==> config.mk <==
export PLATFORM = sky130hd
export DESIGN_NAME = multi_cycle_ctrl_flat
export DESIGN_NICKNAME = d
export VERILOG_FILES = /design/src/rtl/multi_cycle_ctrl_if.sv /design/src/rtl/multi_cycle_ctrl.sv /design/src/flat_wrapper.sv
export SDC_FILE = /design/constraint.sdc
export NUM_CORES = 1
export LEC_CHECK = 0
export ABC_AREA = 0
export BUFFER_PORTS_ARGS = -buffer_cell sky130_fd_sc_hd__clkbuf_2
export CAP_MARGIN = 40
export CORE_MARGIN = 2
export CORE_UTILIZATION = 53
export DETAILED_ROUTE_END_ITERATION = 7
export PLACE_DENSITY_LB_ADDON = 0.3
export RECOVER_POWER = 25
export SKIP_CTS_REPAIR_TIMING = 1
export SLEW_MARGIN = 25
export SYNTH_ARGS = -nofsm -noshare
export SYNTH_HDL_FRONTEND = slang
export SYNTH_SLANG_ARGS = --single-unit
==> constraint.sdc <==
create_clock -name clk_i -period 4.6 [get_ports clk_i]
set_clock_uncertainty 0.15 [all_clocks]
set_input_delay 0.46 -clock clk_i [delete_from_list [all_inputs] [get_ports clk_i]]
set_output_delay 0.46 -clock clk_i [all_outputs]
set_load 0.005 [all_outputs]
==> src/rtl/multi_cycle_ctrl_if.sv <==
// Control bundle between the multi-cycle sequencer and the MIPS datapath/memory.
// The master side is the sequencer; the slave side is the datapath that consumes the strobes.
interface multi_cycle_ctrl_if;
    logic [5:0] op_i;
    logic [5:0] funct_i;
    logic       zero_i;
    logic       mem_ready_i;

    logic       mem_req_o;
    logic       iord_o;
    logic       mem_write_o;
    logic       ir_write_o;
    logic       pc_write_o;
    logic [1:0] pc_src_o;
    logic       alu_src_a_o;
    logic [1:0] alu_src_b_o;
    logic       zero_ext_o;
    logic [3:0] alu_control_o;
    logic       reg_dst_o;
    logic       mem_to_reg_o;
    logic       reg_write_o;
    logic       instr_done_o;
    logic       illegal_o;
    logic       halted_o;

    modport master (
        input  op_i, funct_i, zero_i, mem_ready_i,
        output mem_req_o, iord_o, mem_write_o, ir_write_o, pc_write_o, pc_src_o,
               alu_src_a_o, alu_src_b_o, zero_ext_o, alu_control_o, reg_dst_o,
               mem_to_reg_o, reg_write_o, instr_done_o, illegal_o, halted_o
    );

    modport slave (
        output op_i, funct_i, zero_i, mem_ready_i,
        input  mem_req_o, iord_o, mem_write_o, ir_write_o, pc_write_o, pc_src_o,
               alu_src_a_o, alu_src_b_o, zero_ext_o, alu_control_o, reg_dst_o,
               mem_to_reg_o, reg_write_o, instr_done_o, illegal_o, halted_o
    );
endinterface

==> src/rtl/multi_cycle_ctrl.sv <==
// Multi-cycle MIPS sequencer: one FSM drives the shared ALU, unified memory port and register file.
// Only the state is registered; every control output decodes combinationally from state and inputs.
module multi_cycle_ctrl #(
    parameter bit USE_MEM_READY = 1'b1,
    parameter bit ILLEGAL_HALT  = 1'b0
) (
    input  logic               clk_i,
    input  logic               rst_ni,
    multi_cycle_ctrl_if.master bus
);

    typedef enum logic [3:0] {
        S_FETCH   = 4'd0,
        S_DECODE  = 4'd1,
        S_MEM_ADR = 4'd2,
        S_MEM_RD  = 4'd3,
        S_MEM_WB  = 4'd4,
        S_MEM_WR  = 4'd5,
        S_EXEC_R  = 4'd6,
        S_ALU_WB  = 4'd7,
        S_EXEC_I  = 4'd8,
        S_IMM_WB  = 4'd9,
        S_BRANCH  = 4'd10,
        S_JUMP    = 4'd11,
        S_HALT    = 4'd12
    } state_t;

    localparam logic [5:0] OP_R    = 6'b000000;
    localparam logic [5:0] OP_J    = 6'b000010;
    localparam logic [5:0] OP_BEQ  = 6'b000100;
    localparam logic [5:0] OP_ADDI = 6'b001000;
    localparam logic [5:0] OP_SLTI = 6'b001010;
    localparam logic [5:0] OP_ANDI = 6'b001100;
    localparam logic [5:0] OP_ORI  = 6'b001101;
    localparam logic [5:0] OP_LW   = 6'b100011;
    localparam logic [5:0] OP_SW   = 6'b101011;

    localparam logic [5:0] FN_SLL = 6'b000000;
    localparam logic [5:0] FN_SRL = 6'b000010;
    localparam logic [5:0] FN_SRA = 6'b000011;
    localparam logic [5:0] FN_ADD = 6'b100000;
    localparam logic [5:0] FN_SUB = 6'b100010;
    localparam logic [5:0] FN_AND = 6'b100100;
    localparam logic [5:0] FN_OR  = 6'b100101;
    localparam logic [5:0] FN_SLT = 6'b101010;

    localparam logic [3:0] ALU_AND = 4'd0;
    localparam logic [3:0] ALU_OR  = 4'd1;
    localparam logic [3:0] ALU_ADD = 4'd2;
    localparam logic [3:0] ALU_SLL = 4'd3;
    localparam logic [3:0] ALU_SUB = 4'd6;
    localparam logic [3:0] ALU_SLT = 4'd7;
    localparam logic [3:0] ALU_SRL = 4'd8;
    localparam logic [3:0] ALU_SRA = 4'd9;

    state_t state, state_next;

    logic       mem_ok;
    logic       funct_ok;
    logic [3:0] r_alu;
    logic [3:0] i_alu;
    logic       i_zext;

    logic       mem_req, iord, mem_write, ir_write, pc_write;
    logic [1:0] pc_src;
    logic       alu_src_a;
    logic [1:0] alu_src_b;
    logic       zero_ext;
    logic [3:0] alu_control;
    logic       reg_dst, mem_to_reg, reg_write;
    logic       instr_done, illegal, halted;

    assign mem_ok = USE_MEM_READY ? bus.mem_ready_i : 1'b1;

    // R-type function decode; funct_ok also drives illegal detection in DECODE
    always_comb begin
        funct_ok = 1'b1;
        r_alu    = ALU_AND;
        case (bus.funct_i)
            FN_SLL:  r_alu = ALU_SLL;
            FN_SRL:  r_alu = ALU_SRL;
            FN_SRA:  r_alu = ALU_SRA;
            FN_ADD:  r_alu = ALU_ADD;
            FN_SUB:  r_alu = ALU_SUB;
            FN_AND:  r_alu = ALU_AND;
            FN_OR:   r_alu = ALU_OR;
            FN_SLT:  r_alu = ALU_SLT;
            default: funct_ok = 1'b0;
        endcase
    end

    // Immediate ALU op; IR is stable, so IMM_WB re-derives the same op and extension as EXEC_I
    always_comb begin
        i_alu  = ALU_ADD;
        i_zext = 1'b0;
        case (bus.op_i)
            OP_ANDI: begin i_alu = ALU_AND; i_zext = 1'b1; end
            OP_ORI:  begin i_alu = ALU_OR;  i_zext = 1'b1; end
            OP_SLTI: i_alu = ALU_SLT;
            default: i_alu = ALU_ADD;
        endcase
    end

    always_ff @(posedge clk_i or negedge rst_ni) begin
        if (!rst_ni) state <= S_FETCH;
        else         state <= state_next;
    end

    always_comb begin
        state_next  = state;
        mem_req     = 1'b0;
        iord        = 1'b0;
        mem_write   = 1'b0;
        ir_write    = 1'b0;
        pc_write    = 1'b0;
        pc_src      = 2'b00;
        alu_src_a   = 1'b0;
        alu_src_b   = 2'b00;
        zero_ext    = 1'b0;
        alu_control = ALU_AND;
        reg_dst     = 1'b0;
        mem_to_reg  = 1'b0;
        reg_write   = 1'b0;
        instr_done  = 1'b0;
        illegal     = 1'b0;
        halted      = 1'b0;

        // Outputs are held at zero for the whole reset interval, even mid-access
        if (rst_ni) begin
            case (state)
                S_FETCH: begin
                    mem_req     = 1'b1;
                    alu_src_b   = 2'b01;
                    alu_control = ALU_ADD;
                    if (mem_ok) begin
                        ir_write   = 1'b1;
                        pc_write   = 1'b1;
                        state_next = S_DECODE;
                    end
                end
                S_DECODE: begin
                    alu_src_b   = 2'b11;
                    alu_control = ALU_ADD;
                    case (bus.op_i)
                        OP_LW, OP_SW: state_next = S_MEM_ADR;
                        OP_R: begin
                            if (funct_ok) begin
                                state_next = S_EXEC_R;
                            end else begin
                                illegal    = 1'b1;
                                state_next = ILLEGAL_HALT ? S_HALT : S_FETCH;
                            end
                        end
                        OP_ADDI, OP_ANDI, OP_ORI, OP_SLTI: state_next = S_EXEC_I;
                        OP_BEQ:  state_next = S_BRANCH;
                        OP_J:    state_next = S_JUMP;
                        default: begin
                            illegal    = 1'b1;
                            state_next = ILLEGAL_HALT ? S_HALT : S_FETCH;
                        end
                    endcase
                end
                S_MEM_ADR: begin
                    alu_src_a   = 1'b1;
                    alu_src_b   = 2'b10;
                    alu_control = ALU_ADD;
                    state_next  = (bus.op_i == OP_SW) ? S_MEM_WR : S_MEM_RD;
                end
                S_MEM_RD: begin
                    mem_req = 1'b1;
                    iord    = 1'b1;
                    if (mem_ok) state_next = S_MEM_WB;
                end
                S_MEM_WB: begin
                    reg_write  = 1'b1;
                    mem_to_reg = 1'b1;
                    instr_done = 1'b1;
                    state_next = S_FETCH;
                end
                S_MEM_WR: begin
                    // Write strobe stays up through wait states so the memory sees a stable request
                    mem_req   = 1'b1;
                    iord      = 1'b1;
                    mem_write = 1'b1;
                    if (mem_ok) begin
                        instr_done = 1'b1;
                        state_next = S_FETCH;
                    end
                end
                S_EXEC_R: begin
                    alu_src_a   = 1'b1;
                    alu_control = r_alu;
                    state_next  = S_ALU_WB;
                end
                S_ALU_WB: begin
                    reg_write  = 1'b1;
                    reg_dst    = 1'b1;
                    instr_done = 1'b1;
                    state_next = S_FETCH;
                end
                S_EXEC_I: begin
                    alu_src_a   = 1'b1;
                    alu_src_b   = 2'b10;
                    alu_control = i_alu;
                    zero_ext    = i_zext;
                    state_next  = S_IMM_WB;
                end
                S_IMM_WB: begin
                    alu_control = i_alu;
                    zero_ext    = i_zext;
                    reg_write   = 1'b1;
                    instr_done  = 1'b1;
                    state_next  = S_FETCH;
                end
                S_BRANCH: begin
                    alu_src_a   = 1'b1;
                    alu_control = ALU_SUB;
                    pc_src      = 2'b01;
                    pc_write    = bus.zero_i;
                    instr_done  = 1'b1;
                    state_next  = S_FETCH;
                end
                S_JUMP: begin
                    pc_src     = 2'b10;
                    pc_write   = 1'b1;
                    instr_done = 1'b1;
                    state_next = S_FETCH;
                end
                S_HALT: begin
                    halted = 1'b1;
                end
                default: state_next = S_FETCH;
            endcase
        end
    end

    assign bus.mem_req_o     = mem_req;
    assign bus.iord_o        = iord;
    assign bus.mem_write_o   = mem_write;
    assign bus.ir_write_o    = ir_write;
    assign bus.pc_write_o    = pc_write;
    assign bus.pc_src_o      = pc_src;
    assign bus.alu_src_a_o   = alu_src_a;
    assign bus.alu_src_b_o   = alu_src_b;
    assign bus.zero_ext_o    = zero_ext;
    assign bus.alu_control_o = alu_control;
    assign bus.reg_dst_o     = reg_dst;
    assign bus.mem_to_reg_o  = mem_to_reg;
    assign bus.reg_write_o   = reg_write;
    assign bus.instr_done_o  = instr_done;
    assign bus.illegal_o     = illegal;
    assign bus.halted_o      = halted;

endmodule
==> src/flat_wrapper.sv <==
// flat-port wrapper written by rule: the top's interface ports become plain ports
module multi_cycle_ctrl_flat 
#(
    parameter bit USE_MEM_READY = 1'b1,
    parameter bit ILLEGAL_HALT  = 1'b0
)
  (clk_i, rst_ni, bus_op_i, bus_funct_i, bus_zero_i, bus_mem_ready_i, bus_mem_req_o, bus_iord_o, bus_mem_write_o, bus_ir_write_o, bus_pc_write_o, bus_pc_src_o, bus_alu_src_a_o, bus_alu_src_b_o, bus_zero_ext_o, bus_alu_control_o, bus_reg_dst_o, bus_mem_to_reg_o, bus_reg_write_o, bus_instr_done_o, bus_illegal_o, bus_halted_o);
  multi_cycle_ctrl_if bus_i ();
  input  logic clk_i;
  input  logic rst_ni;
  input wire logic [$bits(bus_i.op_i)-1:0] bus_op_i;
  input wire logic [$bits(bus_i.funct_i)-1:0] bus_funct_i;
  input wire logic [$bits(bus_i.zero_i)-1:0] bus_zero_i;
  input wire logic [$bits(bus_i.mem_ready_i)-1:0] bus_mem_ready_i;
  output wire logic [$bits(bus_i.mem_req_o)-1:0] bus_mem_req_o;
  output wire logic [$bits(bus_i.iord_o)-1:0] bus_iord_o;
  output wire logic [$bits(bus_i.mem_write_o)-1:0] bus_mem_write_o;
  output wire logic [$bits(bus_i.ir_write_o)-1:0] bus_ir_write_o;
  output wire logic [$bits(bus_i.pc_write_o)-1:0] bus_pc_write_o;
  output wire logic [$bits(bus_i.pc_src_o)-1:0] bus_pc_src_o;
  output wire logic [$bits(bus_i.alu_src_a_o)-1:0] bus_alu_src_a_o;
  output wire logic [$bits(bus_i.alu_src_b_o)-1:0] bus_alu_src_b_o;
  output wire logic [$bits(bus_i.zero_ext_o)-1:0] bus_zero_ext_o;
  output wire logic [$bits(bus_i.alu_control_o)-1:0] bus_alu_control_o;
  output wire logic [$bits(bus_i.reg_dst_o)-1:0] bus_reg_dst_o;
  output wire logic [$bits(bus_i.mem_to_reg_o)-1:0] bus_mem_to_reg_o;
  output wire logic [$bits(bus_i.reg_write_o)-1:0] bus_reg_write_o;
  output wire logic [$bits(bus_i.instr_done_o)-1:0] bus_instr_done_o;
  output wire logic [$bits(bus_i.illegal_o)-1:0] bus_illegal_o;
  output wire logic [$bits(bus_i.halted_o)-1:0] bus_halted_o;
  assign bus_i.op_i = bus_op_i;
  assign bus_i.funct_i = bus_funct_i;
  assign bus_i.zero_i = bus_zero_i;
  assign bus_i.mem_ready_i = bus_mem_ready_i;
  assign bus_mem_req_o = bus_i.mem_req_o;
  assign bus_iord_o = bus_i.iord_o;
  assign bus_mem_write_o = bus_i.mem_write_o;
  assign bus_ir_write_o = bus_i.ir_write_o;
  assign bus_pc_write_o = bus_i.pc_write_o;
  assign bus_pc_src_o = bus_i.pc_src_o;
  assign bus_alu_src_a_o = bus_i.alu_src_a_o;
  assign bus_alu_src_b_o = bus_i.alu_src_b_o;
  assign bus_zero_ext_o = bus_i.zero_ext_o;
  assign bus_alu_control_o = bus_i.alu_control_o;
  assign bus_reg_dst_o = bus_i.reg_dst_o;
  assign bus_mem_to_reg_o = bus_i.mem_to_reg_o;
  assign bus_reg_write_o = bus_i.reg_write_o;
  assign bus_instr_done_o = bus_i.instr_done_o;
  assign bus_illegal_o = bus_i.illegal_o;
  assign bus_halted_o = bus_i.halted_o;
  multi_cycle_ctrl #(.USE_MEM_READY(USE_MEM_READY), .ILLEGAL_HALT(ILLEGAL_HALT)) u_core (.clk_i(clk_i), .rst_ni(rst_ni), .bus(bus_i));
endmodule
Word level (Yosys, flattened, before mapping)
Index checks and enable logic that the tools add are counted.
{ "totals": {"ff_bits": 4} }
{ "op_classes": {"n_eq_ne": 30, "muxes": 46, "n_bitwise": 1, "n_reduce_logical": 17} }
{ "op_table": {"columns": ["op", "count"], "rows": [
  ["$eq 6x6->1 const B", 7],
  ["$pmux 4 s8", 1],
  ["$mux 1", 28],
  ["$pmux 4 s7", 1],
  ["$eq 6x4->1 const B", 4],
  ["$eq 4x4->1 const B", 5],
  ["$pmux 4 s5", 1],
  ["$eq 6x2->1 const B", 3],
  ["$eq 4x3->1 const B", 4],
  ["$mux 4", 4],
  ["$pmux 4 s4", 1],
  ["$reduce_or 8->1", 2],
  ["$logic_not 6->1", 2],
  ["$reduce_or 2->1", 5],
  ["$pmux 3 s3", 1],
  ["$reduce_or 3->1", 3],
  ["$eq 4x2->1 const B", 2],
  ["$reduce_or 4->1", 2],
  ["$eq 6x3->1 const B", 1],
  ["$mux 3", 2],
  ["$ne 2x2->1 const B", 3],
  ["$pmux 2 s3", 1],
  ["$reduce_and 5->1", 1],
  ["$reduce_or 5->1", 1],
  ["7 further kinds", 9]
]} }

Longest topological paths before layout
Gate-level depths: netlist of run 1.
{ "logic_depth": {"ltp_word": 7, "mapped_depth": 6, "depth_no_buf": 4} }

Worst setup path after synthesis of run 1
No wires, ideal clock.
{ "synth_path": {"path_type": "register -> output", "start": "reg u_core.state[1]", "end": "out bus_ir_write_o", "arrival_time_ns": 1.433, "required_ns": 3.990, "path_slack_ns": 2.557, "stages_incl_launch_ff": 4, "path_cell_list": "dfrtp_1 > clkbuf_1 > or3b_2 > nor4b_1"} }
{ "synth_between": {"elab_chain_cells": 3} }
{ "synth_rtl": {"columns": ["item", "line", "rtl"], "rows": [
  ["start, declared", "multi_cycle_ctrl.sv:56", "state_t state, state_next;"],
  ["start signal, assigned", "multi_cycle_ctrl.sv:106", "else state <= state_next;"],
  ["$logic_not 4->1", "multi_cycle_ctrl.sv:130", "case (state)"],
  ["$mux 1", "multi_cycle_ctrl.sv:130", null],
  ["$mux 1", "multi_cycle_ctrl.sv:129", "if (rst_ni) begin"],
  ["end, declared", "flat_wrapper.sv:18", "output wire logic [$bits(bus_i.ir_write_o)-1:0] bus_ir_write_o;"]
]} }
No other way between the ends.

Final worst setup path of run 1
{ "layout_path": {"start": "in rst_ni", "end": "out bus_ir_write_o"} }
{ "layout_between": {"elab_chain_cells": 1} }
{ "layout_rtl": {"columns": ["item", "line", "rtl"], "rows": [
  ["start, declared", "flat_wrapper.sv:10", "input logic rst_ni;"],
  ["$mux 1", "multi_cycle_ctrl.sv:129", null]
]} }
No other way between the ends.

==> qor.yml, run 1 <==
hold_viol_final: 0
insertion_delay_ns: 0.24
synth_nets: 165
clockRootBuffer: "clkbuf_4"
die_height_um: 46.7
slowest_stage: "clkbuf_1"
grt_use_total: 0.247
worst_pin_slew_ns: 0.773
worstSetupPathType: "in2out"
yosys.area.top_type_share: 0.103
num_rows: 15
maxSlewViolCount: 0
grt_pass1_vias: 942
yosysWarnings: 0
critical_path.max_fanout: 19
grt_pass1_wl_um: 3950
fmax_mhz: 309
routed-via-count: 1226
wirelength_um: 2560
viasPerCell: 6.04
start_util: 0.560
ys_types: 50
worst_path_dominant_cell_family: "buffers and inverters"
drtIter0Drc: 51
synth-async-reset-ratio: 1.00
drc: 0
seq_power_share: 0.257
ios: 37
p_clk_frac: 0.104
nNetsFinal: 196
min_path_type: "in2reg"
dr.pass1.iters: 4
path_cells: "dlygate4sd3_1 > clkbuf_1 > or3b_2 > nor4b_1 > clkbuf_2"
gr-total-overflow: 0
synth_ff_type: "dfrtp_1"
final_antenna_net_count: 0
intPower_w: 0.000205
synth_common_cells: "16 x nor2_1, 15 x nand2_1, 10 x a21oi_1"
synth.ff_latch_count: 4
fin_ws_ns: 1.36
end_kind: "primary output"
p_comb_frac: 0.639
avgSynthCellArea_um2: 6.49
wl_per_cell_um: 12.6
clock_sinks: 4
antenna_found_initial: 0
die_x_um: 46.7
switching_share: 0.522
areaGrowthSynthToFinish_pct: 19.8
grt_max_degree: 25
cts_buffer_depth: 2
yosysMostFrequentCell: "nor2_1"
synth_edf_count: 0
synth_area_um2: 967
start_kind: "primary input"
synth_area_leader_cell: "dfrtp_1"
period_needed_ns: 3.24
final.period_utilization: 0.704
port_buffers: 36
fin_setup_tns_ns: 0
cp_num_buf_inv: 3
slew_headroom: 0.485
cts_made_buffers: 3
p_sw_w: 0.000224
pre_cts_ws_ns: 2.13
status: "complete, no violations"
largestRegisters: "u_core.state (4)"
hpwlAfterDp_um: 1920
coreArea_um2: 1730
fp.dieArea_um2: 2180
peakVddDrop_mv: 0.268
critPathMaxStageDelay_ns: 0.59
cap_violations: 0
top_register: "u_core.state"
syn_inst: 149
crit_required_ns: 3.99
diodes: 0
leakage_nw: 0.486
drive_gt1_frac: 0.258
worst_ep_arrival_time_ns: 2.63
routabilityCongestion: 0.817
setup_viol: 0
cts_tree: "done"
clk_pin_slew_ns: 0.04
htreeDepth: 1
yosysSeqAreaShare: 0.103
rsz0062_at_grt: "false"
largest_reg_flops: 4
synth.area.top_cells: "dfrtp_1 10%, nor2_1 6.2%, nand2_1 5.8%"
p_per_area_nw_per_um2: 371
==> cells in the final DEF, fill, tap and decap left out, drive strengths merged, types with 2 or more instances in the layout <==
master,count
or3,3
o31a,2
or4b,2
inv,6
a21boi,2
nor3,7
nand2b,9
nand2,15
o211ai,6
or3b,2
or2,4
a32o,2
a21oi,10
nand3b,2
nor2b,3
clkbuf,39
o21a,3
o21ai,7
nor3b,3
nor2,16
dfrtp,4
nand4,2
nand3,3
nor4b,2
xor2,2
==> layer usage <==
layer / up-vias / share of wire / global-route usage
met5: - / 0 / 0
met4: 0 / 0 / 0.0333
met3: 0 / 0.069 / 0.0588
met2: 54 / 0.49 / 0.439
met1: 555 / 0.44 / 0.309
li1: 617 / - / -
==> stage by stage <==
| stage | util | hold WS (ns) | power, W | area [um^2] | instances |
|---|---|---|---|---|---|
| detailed placement | 0.656 | 0.220 | 0.000383 | 1130 | 199 |
| global route | 0.671 | 0.564 | 0.000471 | 1160 | 203 |
| global placement | 0.656 | 0.220 | 0.000375 | 1130 | 199 |
| CTS | 0.669 | -0.0357 | 0.000432 | 1150 | 202 |
| floorplan | - | 0.0144 | 0.000309 | 967 | 149 |
| finish | 0.671 | 0.522 | 0.000430 | 1160 | 203 |
==> worst register-to-register path: cells and delay by family, from the launching register on <==
kind            cells  cell delay (ns)
compound gates      1             0.10
simple gates        3             1.17
flops               1             0.63
==> kinds of logic (layout without fill, tap and decap cells) <==
logic type | count (synthesis) | after routing | synth area share
flip-flops | 4 | 4 | 0.103
XOR/XNOR | 2 | 2 | 0.0181
AND/OR/NAND/NOR | 81 | 81 | 0.481
buffers and inverters | 17 | 46 | 0.0712
AO/OA/AOI/OAI | 45 | 45 | 0.326
==> cell type report <==
type	count	area, um^2
clock buffer	3	22.5
timing repair buffer	37	189
inverter	6	22.5
tap	25	31.3
fill	170	568
multi-input combinational	128	793
sequential	4	100
==> final timing paths <==
path                                  from               to  slack [ns]  depth (start not counted)
setup / recovery                    rst_ni   bus_ir_write_o        1.36                          5
min in group asynchronous           rst_ni  u_core.state[0]        0.67                          2
setup reg to reg           u_core.state[1]  u_core.state[0]        2.47                          4
max in group asynchronous           rst_ni  u_core.state[2]        3.15                          2
hold / removal              bus_funct_i[4]  u_core.state[2]        0.52                          4
hold reg to reg            u_core.state[2]  u_core.state[2]        0.69                          2
==> power groups by stage <==
stage                Clock, W  Combinational [W]  Sequential, W
finish              0.0000447           0.000275       0.000110
global route        0.0000491           0.000306       0.000115
CTS                 0.0000467           0.000276       0.000109
detailed placement          0           0.000273       0.000109
global placement            0           0.000268       0.000107
floorplan                   0           0.000256      0.0000532
No activity file was read; power rests on OpenSTA's default activity.
==> run 2, diff against run 1 <==
--- a/config.mk
+++ b/config.mk
@@ -9,7 +9,7 @@
 export BUFFER_PORTS_ARGS = -buffer_cell sky130_fd_sc_hd__clkbuf_2
 export CAP_MARGIN = 40
 export CORE_MARGIN = 2
-export CORE_UTILIZATION = 53
+export CORE_UTILIZATION = 44
 export DETAILED_ROUTE_END_ITERATION = 7
 export PLACE_DENSITY_LB_ADDON = 0.3
 export RECOVER_POWER = 25
==> constraint.sdc (replaced) <==
create_clock -name clk_i -period 2.6 [get_ports clk_i]
set_clock_uncertainty 0.15 [all_clocks]
set_input_delay 0.26 -clock clk_i [delete_from_list [all_inputs] [get_ports clk_i]]
set_output_delay 0.26 -clock clk_i [all_outputs]
set_load 0.005 [all_outputs]
==> qor.yml, run 2 (synthesis gave the netlist of run 1 again) <==
fill_cells: 209  # +23%
routabilityCongestion: 0.896  # +9.7%
start_util: 0.478  # -0.0818
drive_gt1_frac: 0.284  # +0.0257
peakVddDrop_mv: 0.630  # +140%
insertion_delay_ns: 0.23  # about the same
areaGrowthSynthToFinish_pct: 24.4
met2_usage: 0.379  # -0.0595
antenna_found_initial: 0  # unchanged
dr.pass1.iters: 4  # unchanged
fp.dieArea_um2: 2590  # +19%
crit_required_ns: 2.19  # -1.80 ns
grt_use_total: 0.228  # -0.0191
pre_cts_ws_ns: 0.515  # -1.62 ns
gr-total-overflow: 0  # unchanged
whs_ns: 0.345  # -0.177 ns
period_needed_ns: 2.40
layout_common_cells: "35 x clkbuf_2, 16 x nor2_1, 15 x nand2_1"
viasPerCell: 5.90  # -2.2%
leakage_nw: 0.516  # +6.3%
min_path_type: "in2reg"
slowest_stage: "dlygate4sd3_1"
critPathMaxStageDelay_ns: 0.52  # -0.07 ns
fmax_mhz: 417
diodes: 0  # unchanged
critical_path.max_fanout: 6  # -13
wl_per_cell_um: 13.4  # +6.0%
die_x_um: 50.9  # +8.9%
cp_num_buf_inv: 3  # unchanged
wirelength_um: 2810  # +9.7%
worstSetupPathType: "in2out"
layout_commonest_cell: "clkbuf_2"
final.period_utilization: 0.923
top_register: "u_core.state"
num_rows: 16  # +1
largestRegisters: "u_core.state (4)"
cts_made_buffers: 3  # unchanged
die_height_um: 50.9  # +8.9%
nNetsFinal: 201  # +2.6%
worst_path_dominant_cell_family: "buffers and inverters"
power.total_w: 0.000790  # +84%
port_buffers: 36  # unchanged
cts_buffer_depth: 2  # unchanged
htreeDepth: 1  # unchanged
coreArea_um2: 2020  # +17%
grt_pass1_vias: 1048  # +11%
busiest_layer: "met2"
path_cells: "dlygate4sd3_1 > clkbuf_1 > or3b_2 > nor4b_1 > clkbuf_2"
cap_violations: 0  # unchanged
start_kind: "primary input"
drc: 0  # unchanged
p_per_area_nw_per_um2: 656  # +77%
placed_area_um2: 1170  # +3.5%
setup_viol: 0  # unchanged
finish.instance_area_um2: 1200  # +3.9%
met3_usage: 0.0439  # -0.0150
clk_pin_slew_ns: 0.04  # about the same
final_antenna_net_count: 0  # unchanged
cts_tree: "done"
fin_setup_tns_ns: 0  # unchanged
clockRootBuffer: "clkbuf_4"
largest_reg_flops: 4  # unchanged
routed-via-count: 1240  # +1.1%
worst_ep_arrival_time_ns: 1.99  # -0.64 ns
ios: 37  # unchanged
drtIter0Drc: 34  # -33%
slew_headroom: 0.541  # +0.0564
worst_pin_slew_ns: 0.671  # -0.102 ns
grt_pass1_wl_um: 4620  # +17%
status: "complete, no violations"
hold_viol_final: 0  # unchanged
end_kind: "primary output"
hpwlAfterDp_um: 2260  # +18%
grt_max_degree: 21  # -16%
maxSlewViolCount: 0  # unchanged
fin_ws_ns: 0.201  # -1.16 ns
clock_sinks: 4  # unchanged
rsz0062_at_grt: "false"
use_met1: 0.301  # -0.00840
-- run 2: changes by cell type in the layout (fill, tap and decap cells not counted) --
cell / delta
buf_4: +5
o211ai_1: -1
o211ai_2: +1
-- run 2: area by class of cell --
cell class | instances | area [um^2] | area share
repair buffers | 42 | 226 | 0.188
clock buffers | 3 | 22.5 | 0.0187
inverters | 6 | 22.5 | 0.0187
multi-input cells | 128 | 798 | 0.663
flip-flops and latches | 4 | 100 | 0.0832
well taps | 27 | 33.8 | 0.0281
-- run 2: worst paths after layout --
check	from	cells after the start	to	slack, ns
max reg2reg	u_core.state[2]	4	u_core.state[0]	0.54
min in group asynchronous	rst_ni	3	u_core.state[2]	0.54
min	bus_funct_i[4]	4	u_core.state[2]	0.35
min reg2reg	u_core.state[3]	3	u_core.state[2]	0.67
max in group asynchronous	rst_ni	3	u_core.state[1]	1.61
max	rst_ni	5	bus_ir_write_o	0.20
-- run 2: worst register-to-register path: stages (launching register included) --
cell and delay (ns):
dfrtp_1 0.57, or2_2 0.40, nor2_1 0.26, or4b_4 0.50, o211ai_2 0.09
-- run 2: through the flow --
| stage | instances | util |
|---|---|---|
| after floorplan | 149 | - |
| after global placement | 206 | 0.580 |
| after detailed placement | 206 | 0.580 |
| after CTS | 209 | 0.591 |
| after global routing | 210 | 0.595 |
| final | 210 | 0.595 |
-- run 2: where the power goes --
part           leakage [nW]  internal [W]  total [W]  switching, W
Sequential           0.0525     0.0000833   0.000175     0.0000916
Clock                0.0138     0.0000515  0.0000755     0.0000239
Combinational         0.450      0.000249   0.000540      0.000290
-- run 2: routing by layer --
| layer | wire (um) | up-vias |
|---|---|---|
| met5 | 0 | - |
| met4 | 8 | 0 |
| met3 | 248 | 2 |
| met2 | 1320 | 50 |
| met1 | 1240 | 563 |
| li1 | - | 625 |
